### src/rtl/for_loop_pkg.sv
// rtl/for_loop_pkg.sv - shared types and width helpers for the datapath sweep sequencer
package for_loop_pkg;

  typedef enum logic [1:0] {
    IDLE = 2'd0,
    RUN  = 2'd1,
    DONE = 2'd2
  } sweep_state_e;

  // Checksum width: wide enough that a full sweep of maximal samples never wraps
  function automatic int sig_width(input int width);
    return 2 * width;
  endfunction

endpackage

### src/rtl/sweep_settle_timer.sv
// rtl/sweep_settle_timer.sv - settle counter that flags the last cycle of each input hold
module sweep_settle_timer #(
  parameter int SETTLE = 2
) (
  input  logic i_clk,
  input  logic i_rst,
  input  logic i_clr,
  input  logic i_en,
  output logic o_expire
);

  localparam int CW = (SETTLE > 1) ? $clog2(SETTLE) : 1;
  localparam logic [CW-1:0] LAST = CW'(SETTLE - 1);

  logic [CW-1:0] r_cnt;

  always_ff @(posedge i_clk or posedge i_rst) begin
    if (i_rst) begin
      r_cnt <= '0;
    end else if (i_clr) begin
      r_cnt <= '0;
    end else if (i_en) begin
      r_cnt <= (r_cnt == LAST) ? '0 : r_cnt + 1'b1;
    end
  end

  assign o_expire = (r_cnt == LAST);

endmodule

### src/rtl/for_loop_sweep_ctrl.sv
// rtl/for_loop_sweep_ctrl.sv - walks the datapath input through every code, captures and checksums results
module for_loop_sweep_ctrl
  import for_loop_pkg::*;
#(
  parameter int WIDTH  = 4,
  parameter int SETTLE = 2
) (
  input  logic                          i_clk,
  input  logic                          i_rst,
  input  logic                          i_start,
  input  logic                          i_abort,
  output logic [WIDTH-1:0]              o_dp_in,
  input  logic [WIDTH-1:0]              i_dp_out,
  output logic                          o_busy,
  output logic                          o_done,
  output logic                          o_sample_valid,
  output logic [WIDTH-1:0]              o_sample_idx,
  output logic [WIDTH-1:0]              o_sample_data,
  output logic [sig_width(WIDTH)-1:0]   o_sig
);

  localparam int SW = sig_width(WIDTH);
  localparam logic [WIDTH-1:0] LAST_VEC = '1;

  sweep_state_e r_state;
  sweep_state_e w_next;
  logic         w_launch;
  logic         w_capture;
  logic         w_abort_run;
  logic         w_expire;

  logic [WIDTH-1:0] r_dp_in;
  logic             r_sample_valid;
  logic [WIDTH-1:0] r_sample_idx;
  logic [WIDTH-1:0] r_sample_data;
  logic [SW-1:0]    r_sig;

  always_ff @(posedge i_clk or posedge i_rst) begin
    if (i_rst) begin
      r_state <= IDLE;
    end else begin
      r_state <= w_next;
    end
  end

  always_comb begin
    w_next    = r_state;
    w_launch  = 1'b0;
    w_capture = 1'b0;
    case (r_state)
      IDLE: begin
        if (i_start && !i_abort) begin
          w_next   = RUN;
          w_launch = 1'b1;
        end
      end
      RUN: begin
        // abort wins over a coinciding capture, so that sample is simply dropped
        if (i_abort) begin
          w_next = IDLE;
        end else if (w_expire) begin
          w_capture = 1'b1;
          if (r_dp_in == LAST_VEC) begin
            w_next = DONE;
          end
        end
      end
      DONE: w_next = IDLE;
      default: w_next = IDLE;
    endcase
  end

  assign w_abort_run = (r_state == RUN) && i_abort;

  sweep_settle_timer #(
    .SETTLE (SETTLE)
  ) u_timer (
    .i_clk    (i_clk),
    .i_rst    (i_rst),
    .i_clr    (w_launch | w_abort_run),
    .i_en     (r_state == RUN),
    .o_expire (w_expire)
  );

  always_ff @(posedge i_clk or posedge i_rst) begin
    if (i_rst) begin
      r_dp_in        <= '0;
      r_sample_valid <= 1'b0;
      r_sample_idx   <= '0;
      r_sample_data  <= '0;
      r_sig          <= '0;
    end else begin
      r_sample_valid <= w_capture;
      if (w_launch) begin
        r_dp_in <= '0;
        r_sig   <= '0;
      end else if (w_abort_run) begin
        r_dp_in <= '0;
      end else if (w_capture) begin
        r_sample_data <= i_dp_out;
        r_sample_idx  <= r_dp_in;
        r_sig         <= r_sig + SW'(i_dp_out);
        r_dp_in       <= (r_dp_in == LAST_VEC) ? '0 : r_dp_in + 1'b1;
      end
    end
  end

  assign o_dp_in        = r_dp_in;
  assign o_busy         = (r_state == RUN);
  assign o_done         = (r_state == DONE);
  assign o_sample_valid = r_sample_valid;
  assign o_sample_idx   = r_sample_idx;
  assign o_sample_data  = r_sample_data;
  assign o_sig          = r_sig;

endmodule

### config.mk
export PLATFORM = sky130hd
export DESIGN_NAME = for_loop_sweep_ctrl
export DESIGN_NICKNAME = d
export VERILOG_FILES = /design/src/rtl/for_loop_pkg.sv /design/src/rtl/sweep_settle_timer.sv /design/src/rtl/for_loop_sweep_ctrl.sv
export SDC_FILE = /design/constraint.sdc
export NUM_CORES = 1
export LEC_CHECK = 0
export CORE_ASPECT_RATIO = 0.7
export CORE_MARGIN = 2
export CORE_UTILIZATION = 45
export DETAILED_ROUTE_END_ITERATION = 12
export PLACE_DENSITY = 0.76
export SLEW_MARGIN = 40
export SYNTH_ARGS = -nofsm -noshare
export SYNTH_HDL_FRONTEND = slang
export SYNTH_SLANG_ARGS = --single-unit
export TNS_END_PERCENT = 5
### constraint.sdc
create_clock -name i_clk -period 2.45 [get_ports i_clk]
set_input_delay 0.245 -clock i_clk [delete_from_list [all_inputs] [get_ports i_clk]]
set_output_delay 0.245 -clock i_clk [all_outputs]
set_load 0.05 [all_outputs]
[After elaboration in Yosys (flattened, before gate mapping)]
Index checks and enable logic that the tools add are counted.
Widths: inputs -> output; s select.
Storage, ports and cells
  logic and storage cells: 50
  output and inout bits: 23
  register bits: 24
  input bits: 8
Operators by class
  reductions and logical operators: 10
  add/subtract/negate cells: 3
  equal/unequal tests: 7
  muxes and demuxes: 20
  bitwise logic cells: 3
Operators by type and width (count)
  $mux 8: 3
  $mux 4: 4
  $add 8x4->8: 1
  $mux 1: 8
  $mux 2: 4
  $ne 3x2->1 const B: 2
  $reduce_and 3->1: 2
  $add 4x1->4 const B: 1
  $eq 4x4->1 const B: 1
  $ne 2x2->1 const B: 2
  $pmux 2 s2: 1
  $reduce_bool 2->1: 2
  $reduce_bool 3->1: 1
  $eq 2x1->1 const B: 1
  $eq 2x2->1 const B: 1
  $logic_and 1x1->1: 2
  $logic_not 2->1: 1
  $not 1->1: 2
  $reduce_and 2->1: 1
  $add 1x1->1 const B: 1
  $logic_not 1->1: 1
  $or 1x1->1: 1

[Logic depth before layout (Yosys ltp)]
  word-level depth: 6
  depth in mapped cells: 7
  depth with buffers taken out: 7

[Cells and area by module]
Synthesis repeated with hierarchy kept, for this count alone.
Unflattened totals
  cells, all modules: 130
  area total of the unflattened synthesis: 1209.9 um2
By module, submodules not included
  for_loop_sweep_ctrl: times used 1, cells each 126, area each 1168.6 um2, sequential area each 575.6 um2
  sweep_settle_timer: times used 1, cells each 4, area each 41.3 um2, sequential area each 25.0 um2

[Worst setup path after synthesis]
Ideal clock, no wire load.
  kind: flip-flop to flip-flop
  start: register r_sig[0], in the netlist o_sig[0]
  end: register r_sig[4], in the netlist o_sig[4]
  path buffers: 0
  period minus slack after synthesis: 2011 ps
  arrival: 1882 ps
  stages on the path, launching flop included: 8
  path slack: 439 ps
  library setup time: 129 ps
  cells stage by stage: dfrtp_1 > ha_1 > inv_1 > fa_1 > nor2b_1 > o21ai_0 > a311oi_1 > a21oi_1
On the way
  word-level cells in the longest chain between the ends: 4
Ends and longest elaborated chain
  start: declaration: RTL line for_loop_sweep_ctrl.sv:36  | logic [SW-1:0] r_sig;
  start signal: assignment: RTL line for_loop_sweep_ctrl.sv:102  | r_sig <= r_sig + SW'(i_dp_out);
  $add 8x4->8: RTL line for_loop_sweep_ctrl.sv:102
  $mux 8: RTL line for_loop_sweep_ctrl.sv:99  | end else if (w_capture) begin
  $mux 8: RTL line for_loop_sweep_ctrl.sv:97  | end else if (w_abort_run) begin
  $mux 8: RTL line for_loop_sweep_ctrl.sv:94  | if (w_launch) begin
No other way between the ends. The select of a mux whose other input is x is not followed.
A chain may end at the register's enable or synchronous reset.

[Final worst setup path]
  start: register r_state[0]
  end: output port o_busy
On the way
  word-level cells in the longest chain between the ends: 1
Ends and longest elaborated chain
  start: declaration: RTL line for_loop_sweep_ctrl.sv:25  | sweep_state_e r_state;
  start signal: assignment: RTL line for_loop_sweep_ctrl.sv:42  | r_state <= w_next;
  $eq 2x1->1: RTL line for_loop_sweep_ctrl.sv:109  | assign o_busy = (r_state == RUN);
  end: declaration: RTL line for_loop_sweep_ctrl.sv:14  | output logic o_busy,
No other way between the ends.

==> impl_metrics.tcl <==
set metrics [dict create \
    drc 0 \
    cts_root_buffer "clkbuf_8" \
    insertion_delay_ns 0.26 \
    cts.clk_slew.worst_paths_ns 0.08 \
    start_util 0.480 \
    hold_viol 0 \
    nets 174 \
    crit_arrival_ns 1.81 \
    clock_tree.buffer_depth 2 \
    syn_nets 139 \
    wl_per_cell_microns 13.5 \
    cp-start-kind "flop" \
    grt_max_degree 25 \
    overflow 0 \
    tightest_slew_ns 0.505 \
    setup_violations 0 \
    cts_setup_buffers 0 \
    grt_use_met2 0.298 \
    leakage_nw 0.734 \
    criticalPathCategory "flop to output port" \
    ys_seq_area_frac 0.505 \
    drt_iter0_markers 82 \
    die_height_microns 47.0 \
    diodes 0 \
    drive_gt1_frac 0.0506 \
    cts_resized 0 \
    tns_ns 0 \
    grt_util_met3 0.0600 \
    clockPowerShare 0.168 \
    finalCriticalPeriod_ns 2.06 \
    grt_pass1_vias 991 \
    dieArea_sq_mm 0.00308 \
    cts_inserted_buffers 3 \
    die_width_microns 65.5 \
    rsz0062_at_grt "no" \
    cts_sinks 24 \
    drtAntennaViolNets 0 \
    synth_warnings 0 \
    grt_busiest_layer "met2" \
    gp_congestion 0.827 \
    final_area_sq_mm 0.00158 \
    drv_slew 0 \
    io_buffers 30 \
    ys_async_sr_fraction 1.00 \
    max_slew_margin 0.662 \
    status "finished clean" \
    p_switching_mw 0.558 \
    pwr-share-comb 0.441 \
    grt_use_met1 0.270 \
    worst-endpoint-required_ns 2.20 \
    layout_common_cells "34 x nand2_1, 30 x clkdlybuf4s50_1, 24 x dfrtp_1" \
    htreeDepth 1 \
    synth_edf_count 0 \
    cts_tree "yes" \
    drv_cap 0 \
    area_delta_synth_final_pct 32.8 \
    synth_cell_types 31 \
    layout_commonest_cell "nand2_1" \
    yosysTopAreaCellShare 0.505 \
    place_hpwl_mm 1.90 \
    p_per_area_mw_per_mm2 846 \
    netlist_instances 125 \
    skew_ns 0.00425 \
    vias_per_cell 5.29 \
    yosysTopAreaCell "dfrtp_1" \
    p_seq_frac 0.392 \
    whs_ns 0.324 \
    antenna_found_initial 0 \
    core_area_sq_mm 0.00248 \
    cts_hold_buffers 0 \
    place_area_sq_mm 0.00154 \
    pin_count 31 \
    vias 1016 \
    grt_pass1_wl_mm 4.47 \
    fmax_mhz 486 \
    std_cell_rows 15 \
    ys_ff_latch 24 \
    crit_path_end_kind "output port" \
    synth_area_sq_mm 0.00119 \
    nFillCells 212 \
    internal-power_mw 0.779 \
    routed_wirelength_mm 2.59 \
    syn-mean-instance-area_sq_um 9.52 \
    gr-usage-all-layers 0.193 \
    finalCritPeriodShare 0.840 \
    firstDrtPassIters 4 \
    ys.flop_type "dfrtp_1" \
    hold_path_class "input pin to asynchronous set/reset pin" \
    synthTopCellsByArea "dfrtp_1 50%, nand2_1 11%, ha_1 5.3%, o21ai_0 2.9%, a21oi_1 2.1%" \
    power_switching_share 0.417 \
    ir_drop_uv 523 \
    cp_max_fo 8 \
]
-- routing by layer --
metal / vias to the layer above / wire length, microns
li1: 499 / -
met1: 492 / 1310
met2: 23 / 1140
met3: 2 / 122
met4: 0 / 10
met5: - / 0
-- registers in the layout, summed over array words and instances (netlist names) --
signal	cells
o_sig	8
o_sample_valid	1
u_timer.o_expire	1
o_sample_data	4
r_state	2
o_dp_in	4
o_sample_idx	4
-- cells by family (layout without fill, tap and decap cells) --
logic type | after synthesis | after routing | synth area share
DFF | 24 | 24 | 0.505
xor gates and xnor gates | 3 | 3 | 0.0221
and+or+nand+nor | 52 | 52 | 0.197
adders and majority gates | 6 | 6 | 0.0694
AOI/OAI and AO/OA | 30 | 30 | 0.167
buffers and inverters | 10 | 43 | 0.0400
-- cell type report --
class                           count  area, sq um  area share
Inverter                            7         31.3      0.0198
Tap cell                           34         42.5      0.0269
Clock buffer                        3         41.3      0.0261
Sequential cell                    24          601       0.380
Multi-Input combinational cell     91          542       0.343
Timing Repair Buffer               33          323       0.204
-- through the flow --
step	power, mW	util	instances	setup WS, ns
after CTS	1.35	0.638	192	0.394
after floorplan	0.919	-	125	0.439
after detailed placement	1.12	0.621	189	0.237
final	1.34	0.638	192	0.392
after global routing	1.41	0.638	192	0.318
after global placement	1.11	0.621	189	0.353
-- power groups by stage --
| stage | Clock, mW | Sequential (mW) | Combinational, mW |
|---|---|---|---|
| global placement | 0 | 0.527 | 0.583 |
| floorplan | 0 | 0.755 | 0.165 |
| global route | 0.244 | 0.535 | 0.632 |
| finish | 0.224 | 0.524 | 0.589 |
| CTS | 0.233 | 0.524 | 0.592 |
| detailed placement | 0 | 0.529 | 0.589 |
-- critical path, stage by stage (launching register included) --
cell and delay [ns]:
dfrtp_1 0.46, nor2b_1 0.24, clkdlybuf4s50_1 0.84
-- cell usage after synthesis (all sizes together), types with 3 or more instances --
cell,instances
nand2,34
dfrtp,24
o21ai,7
inv,6
a21oi,5
ha,5
nand3,4
nor2,4
a21o,3
o211ai,3
-- final timing paths --
check                                start               to  slack (ns)  cells after the start
max                             r_state[0]           o_busy        0.39                      2
min                                  i_rst   o_sample_valid        0.32                      3
max reg2reg                       o_sig[0]         o_sig[4]        0.60                      7
min reg2reg                o_sample_idx[1]  o_sample_idx[1]        0.48                      2
max in group asynchronous            i_rst  o_sample_idx[2]        1.89                      3
min in group i_clk         o_sample_idx[1]  o_sample_idx[1]        0.48                      2
Power figures use the tool's default switching activity.
